--- config.mk ---
export PLATFORM = sky130hd
export DESIGN_NAME = conv_window_sequencer
export DESIGN_NICKNAME = d
export VERILOG_FILES = /design/src/rtl/conv_window_sequencer.sv
export SDC_FILE = /design/constraint.sdc
export NUM_CORES = 1
export LEC_CHECK = 0
export ABC_CLOCK_PERIOD_IN_PS = 14300
export CELL_PAD_IN_SITES_DETAIL_PLACEMENT = 0
export CELL_PAD_IN_SITES_GLOBAL_PLACEMENT = 1
export CORE_MARGIN = 5
export CORE_UTILIZATION = 30
export CTS_BUF_LIST = sky130_fd_sc_hd__clkbuf_2
export CTS_CLUSTER_DIAMETER = 150
export DETAILED_ROUTE_END_ITERATION = 16
export GPL_ROUTABILITY_DRIVEN = 0
export PLACE_DENSITY = 0.71
export SLEW_MARGIN = 10
export SYNTH_ARGS = -nofsm -noshare
export SYNTH_HDL_FRONTEND = slang
export SYNTH_SLANG_ARGS = --single-unit
--- constraint.sdc ---
create_clock -name clk -period 14.3 [get_ports clk]
set_clock_uncertainty 0.2 [all_clocks]
set_input_delay 4.29 -clock clk [delete_from_list [all_inputs] [get_ports clk]]
set_output_delay 4.29 -clock clk [all_outputs]
set_load 0.05 [all_outputs]
--- src/rtl/conv_window_sequencer.sv ---
// Convolution window sequencer: walks every KxK window of an IMG_W x IMG_H image,
// issuing image/kernel read addresses for an external MAC and handing each finished
// window result downstream with a valid/ready handshake.
module conv_window_sequencer #(
    parameter int unsigned IMG_W = 28,
    parameter int unsigned IMG_H = 28,
    parameter int unsigned K     = 5,
    localparam int unsigned OW   = IMG_W - K + 1,
    localparam int unsigned OH   = IMG_H - K + 1,
    localparam int unsigned AW   = (IMG_W * IMG_H > 1) ? $clog2(IMG_W * IMG_H) : 1,
    localparam int unsigned KW   = (K * K > 1) ? $clog2(K * K) : 1,
    localparam int unsigned OAW  = (OW * OH > 1) ? $clog2(OW * OH) : 1
) (
    input  logic           clk,
    input  logic           rst,
    input  logic           start,
    input  logic           abort,
    output logic           busy,
    output logic           done,
    output logic [AW-1:0]  pix_addr,
    output logic [KW-1:0]  ker_addr,
    output logic           mac_clr,
    output logic           mac_en,
    output logic           out_valid,
    input  logic           out_ready,
    output logic [OAW-1:0] out_addr
);

    // Counter widths; each is at least one bit so degenerate sizes still elaborate.
    localparam int unsigned XW  = (OW > 1) ? $clog2(OW) : 1;
    localparam int unsigned YW  = (OH > 1) ? $clog2(OH) : 1;
    localparam int unsigned KCW = (K > 1) ? $clog2(K) : 1;

    typedef enum logic [2:0] {
        StIdle,
        StClear,
        StMac,
        StWrite,
        StDone
    } state_e;

    state_e         state_q, state_d;
    logic [XW-1:0]  ox_q, ox_d;
    logic [YW-1:0]  oy_q, oy_d;
    logic [KCW-1:0] kx_q, kx_d;
    logic [KCW-1:0] ky_q, ky_d;

    logic kx_last, ky_last, ox_last, oy_last;

    // Carry-out of each wrap-at-stop counter.
    always_comb begin
        kx_last = (kx_q == KCW'(K - 1));
        ky_last = (ky_q == KCW'(K - 1));
        ox_last = (ox_q == XW'(OW - 1));
        oy_last = (oy_q == YW'(OH - 1));
    end

    // Address generation, purely combinational from the current counters.
    always_comb begin
        pix_addr = (AW'(oy_q) + AW'(ky_q)) * AW'(IMG_W) + AW'(ox_q) + AW'(kx_q);
        ker_addr = KW'(ky_q) * KW'(K) + KW'(kx_q);
        out_addr = OAW'(oy_q) * OAW'(OW) + OAW'(ox_q);
    end

    // Next-state, counter advance and control strobes.
    always_comb begin
        state_d   = state_q;
        ox_d      = ox_q;
        oy_d      = oy_q;
        kx_d      = kx_q;
        ky_d      = ky_q;
        busy      = (state_q != StIdle);
        done      = 1'b0;
        mac_clr   = 1'b0;
        mac_en    = 1'b0;
        out_valid = 1'b0;

        unique case (state_q)
            StIdle: begin
                if (start) begin
                    state_d = StClear;
                    ox_d    = '0;
                    oy_d    = '0;
                    kx_d    = '0;
                    ky_d    = '0;
                end
            end
            StClear: begin
                mac_clr = 1'b1;
                state_d = StMac;
            end
            StMac: begin
                mac_en = 1'b1;
                if (kx_last) begin
                    kx_d = '0;
                    if (ky_last) begin
                        ky_d    = '0;
                        state_d = StWrite;
                    end else begin
                        ky_d = ky_q + KCW'(1);
                    end
                end else begin
                    kx_d = kx_q + KCW'(1);
                end
            end
            StWrite: begin
                out_valid = 1'b1;
                if (out_ready) begin
                    if (ox_last && oy_last) begin
                        // Last window: park the position counters at zero.
                        ox_d    = '0;
                        oy_d    = '0;
                        state_d = StDone;
                    end else begin
                        state_d = StClear;
                        if (ox_last) begin
                            ox_d = '0;
                            oy_d = oy_q + YW'(1);
                        end else begin
                            ox_d = ox_q + XW'(1);
                        end
                    end
                end
            end
            StDone: begin
                done    = 1'b1;
                state_d = StIdle;
            end
            default: begin
                state_d = StIdle;
            end
        endcase

        // Abort overrides everything else, including the handshake and counter advances.
        if (abort && (state_q != StIdle)) begin
            state_d = StIdle;
            ox_d    = '0;
            oy_d    = '0;
            kx_d    = '0;
            ky_d    = '0;
        end
    end

    // State and counter registers.
    always_ff @(posedge clk or posedge rst) begin
        if (rst) begin
            state_q <= StIdle;
            ox_q    <= '0;
            oy_q    <= '0;
            kx_q    <= '0;
            ky_q    <= '0;
        end else begin
            state_q <= state_d;
            ox_q    <= ox_d;
            oy_q    <= oy_d;
            kx_q    <= kx_d;
            ky_q    <= ky_d;
        end
    end

endmodule

# Word-level counts from Yosys, hierarchy flattened
# Cells that the tools add are included.
# totals
latchBits,0
in_bits,5
mem_bits_ro,0
reg_bits,19
ram_bits,0
mem_count,0
# classes
div_mod_pow,0
n_mux,30
eq_ne,13
n_shift,0
n_addsub,9
n_lt_le_gt_ge,0
bitwise_logic,0
n_mul,3
reduce_logical,11
# ops
op,n
$mux 5,9
$mux 3,12
$add 10x5->10,2
$pmux 5 s2,2
$ne 3x3->1 const B,4
$pmux 3 s2,2
$pmux 3 s4,1
$add 10x3->10,1
$add 5x1->5 const B,2
$eq 5x5->1 const B,2
$eq 3x3->1 const B,3
$reduce_bool 3->1,3
$mul 6x3->8 const B,1
$reduce_and 4->1,2
$mul 5x2->7 const B,1
$add 3x1->3 const B,2
$add 5x3->6,1
$eq 3x2->1 const B,2
$reduce_and 3->1,2
$add 5x3->5,1
$mul 3x3->5 const B,1
$mux 1,4
$ne 4x4->1 const B,1
$eq 3x1->1 const B,1
3 further kinds,4

# Depth between registers and ports, before layout
# logic_depth
word_depth,6
ltp_mapped,15

# Worst setup path before layout
# OpenSTA, ideal clock, no wires.
# synth_timing
path_kind,register to output
from,register oy_q[0]
to,output pix_addr[9]
path_slack_ps,5640
arrival_ps,4170
required_ps,9810
stages_incl_launch_ff,15
path_buffers,0
path_cell_list,dfrtp_1 -> ha_1 -> fa_1 -> xor2_1 -> fa_1 -> ha_1 -> inv_1 -> fa_1 -> inv_1 -> ha_1 -> nand2_1 -> o21ai_0 -> nand4_1 -> xor2_1 -> xnor2_1
# synth_between
elab_chain_len,4
# synth_lines
item,line_no,rtl
start: declaration,44,"logic [YW-1:0] oy_q, oy_d;"
start signal: assignment,155,oy_q <= oy_d;
$add 5x3->6,60,pix_addr = (AW'(oy_q) + AW'(ky_q)) * AW'(IMG_W) + AW'(ox_q) + AW'(kx_q);
$mul 6x3->8,60,
$add 10x5->10,60,
$add 10x3->10,60,
end: declaration,20,"output logic [AW-1:0] pix_addr,"
# Every way passes these cells.

# Worst setup path after layout
# layout_timing
from,register ky_q[0]
to,output pix_addr[9]
# layout_between
elab_chain_len,4
# layout_lines
item,line_no,rtl
start: declaration,46,"logic [KCW-1:0] ky_q, ky_d;"
start signal: assignment,157,ky_q <= ky_d;
$add 5x3->6,60,
$mul 6x3->8,60,
$add 10x5->10,60,
$add 10x3->10,60,
# Every way passes these cells.

==> flow_summary_export.csv <==
group,metric,value,unit
layout,final_cell_mix,"ha_1 (44), clkdlybuf4s50_1 (34), o21ai_0 (25)",
layout,fillCellCount,792,
timing,slew_viol_final,0,
power_and_ir_drop,pwr_density_cell,90.5,mW/mm^2
setup_path,worstPathArrival,5.01,ns
logic_synthesis,yosysUniqueCellTypes,42,
timing,setup_viol,0,
die,ios,35,
timing,worst_pin_slew,0.788,ns
clock_tree,cts_hold_buf,0,
grt,grt_first_pass_wirelength,8420,um
setup_path,worst-setup-path-type,"reg2out",
grt,overflow,0,
timing,tns,0,ns
clock_tree,cts-root-buf,"clkbuf_2",
grt,grt_max_degree,20,
power_and_ir_drop,ir_drop,36.4,uV
grt,antenna_found_initial,0,
run_status,status,"complete, no violations",
drt,ant_nets,0,
clock_tree,cts.sinks,19,
timing,fmax,105,MHz
layout,final_common_cell,"ha_1",
setup_path,cp_slowest_cell,"clkdlybuf4s50_1",
clock_tree,cts_tree,"yes",
logic_synthesis,syn_area_per_cell,8.79,um^2
clock_tree,cts_buffers,3,
setup_path,path_buf_inv,3,
setup_path,cp-end-kind,"output port",
logic_synthesis,synth_seq_cells,19,
grt,grt.total_usage,10.0,%
timing,max_slew_margin,47.4,%
setup_path,cp_top_family,"adder cells",
setup_path,max_stage_delay,0.81,ns
clock_tree,cts_buffer_depth,2,
logic_synthesis,synthesis.nets,323,
logic_synthesis,synth_edf_count,0,
layout,nets,354,
logic_synthesis,netlist_area,0.00234,mm^2
setup_path,crit_required,9.81,ns
placement,placed_cell_area,0.00276,mm^2
drt,wire_per_inst,11.8,um
drt,routed_via_density,4.73,
layout,drive_gt1_share,3.72,%
drt,first_pass_iters,5,
power_and_ir_drop,leakage,1.42,nW
die,core,0.00765,mm^2
setup_path,path_cells,"ha_1 -> fa_1 -> xor2_1 -> fa_1 -> ha_1 -> inv_1 -> fa_1 -> inv_1 -> ha_1 -> a21oi_1 -> o21ai_0 -> nand4_1 -> xor2_1 -> xnor2_1 -> clkdlybuf4s50_1",
drt,drtIter0Drc,59,
drt,drc,0,
layout,stdcell_area,0.00278,mm^2
clock_tree,cts_resized,0,
logic_synthesis,ys.flop_type,"dfrtp_1",
setup_path,critPathMaxFanout,7,
logic_synthesis,synth_top_cell_by_area,"ha_1",
logic_synthesis,synthTopCellsByArea,"ha_1 (24%), dfrtp_1 (20%), fa_1 (6.8%)",
die,core.rowCount,32,
die,die-width,98.3,um
timing,hold_viol,0,
timing,min_period,9.50,ns
drt,vias,1882,
clock_tree,clk_pin_slew,0.21,ns
timing,period_share,66.4,%
worst_hold_path,min_path_type,"reg2reg",
flow_run,maxCapViolations,0,
drt,routed_wl,4680,um
setup_path,start_kind,"register",
logic_synthesis,synth_top_area_share,23.5,%
layout,n_antenna_cell,0,
logic_synthesis,ys_seq_area_share,20.3,%
clock_tree,clkLatencyLatePin,0.34,ns
logic_synthesis,async_reset_ff_share,100,%
placement,dp_hpwl,3910,um
layout,syn_to_final_growth,19.0,%
die,fp.dieH,98.3,um
clock_tree,post_cts_buffers,0,
logic_synthesis,ys_warn_count,0,
timing,rsz0062_at_grt,"false",
logic_synthesis,netlist_instances,266,
grt,grt_pass1_vias,1867,
die,initial_core_util,30.6,%
clock_tree,htree_levels,1,
placement,port_buffers,34,
die,die_area,0.00966,mm^2
## per-stage QoR
stage | power, mW | hold WS [ns] | instances | setup WS (ns) | util (%)
after floorplan | 0.190 | 0.323 | 266 | 5.64 | -
after global placement | 0.229 | 0.373 | 394 | 5.26 | 36.1
after detailed placement | 0.229 | 0.388 | 394 | 5.19 | 36.1
after CTS | 0.254 | 0.427 | 398 | 4.77 | 36.4
after global routing | 0.271 | 0.476 | 398 | 4.50 | 36.4
final | 0.252 | 0.431 | 398 | 4.80 | 36.4
## cell type report
cell class / count / area, um^2 / area share [%]
clock buffers: 3 / 15.0 / 0.540
repair buffers: 34 / 340 / 12.2
inverters: 20 / 75.1 / 2.70
well taps: 102 / 128 / 4.59
flip-flops and latches: 19 / 475 / 17.1
multi-input cells: 219 / 1740 / 62.6
clock inverters: 1 / 7.51 / 0.270
## report_power, final
part	internal (mW)	total, mW	switching [mW]
logic	0.0521	0.153	0.101
clock network	0.00651	0.0256	0.0191
registers	0.0597	0.0729	0.0133
total	0.118	0.252	0.134
## final timing paths
kind / from / end / slack, ns / depth (start not counted)
max reg2reg: state_q[2] / oy_q[2] / 12.17 / 5
min in group asynchronous: rst / oy_q[4] / 4.16 / 2
min reg2reg: oy_q[0] / oy_q[0] / 0.43 / 1
max in group asynchronous: rst / kx_q[0] / 9.24 / 2
min: oy_q[0] / oy_q[0] / 0.43 / 1
max: ky_q[0] / pix_addr[9] / 4.80 / 15
## worst register-to-register path, stage by stage (launching register included)
cell and delay, ns:
dfrtp_1 0.55, or3_1 0.46, a2bb2oi_2 0.36, nor2_1 0.18, nand3_1 0.20, o21ai_0 0.11
## logic make-up (layout without fill, tap and decap cells)
kind of cell             count (synthesis)  count (layout)  synth area share [%]
buffers and inverters                   28              58                  5.19
AND/OR/NAND/NOR                         76              76                  16.9
flip-flops                              19              19                  20.3
XOR/XNOR                                28              28                  10.8
AO/OA/AOI/OAI                           63              63                  16.4
adder cells (fa/ha/maj)                 52              52                  30.4
## synth_stat cells (2+ instances only)
master / number
xor2_1: 11
inv_1: 20
nor3_1: 3
buf_4: 3
ha_1: 44
nand2_1: 23
or3_1: 3
o21ai_0: 25
fa_1: 8
or2_2: 2
o31ai_1: 5
buf_2: 4
nand2b_1: 6
nor2_1: 14
dfrtp_1: 19
nand4_1: 3
nand3_1: 6
a21o_1: 9
xnor2_1: 16
nor2b_1: 3
nor3b_1: 3
a21oi_1: 16
## flip-flops by register name (all words and copies together) (netlist names)
signal,count
ky_q,3
oy_q,5
kx_q,3
ox_q,5
state_q,3
## metal layers
| metal | routed length (um) | track usage, % |
|---|---|---|
| met2 | 2180 | 17.8 |
| met3 | 106 | 0.357 |
| met1 | 2320 | 13.4 |
| met5 | 0 | 0 |
| met4 | 70 | 2.63 |
No activity file was read; power rests on OpenSTA's default activity.
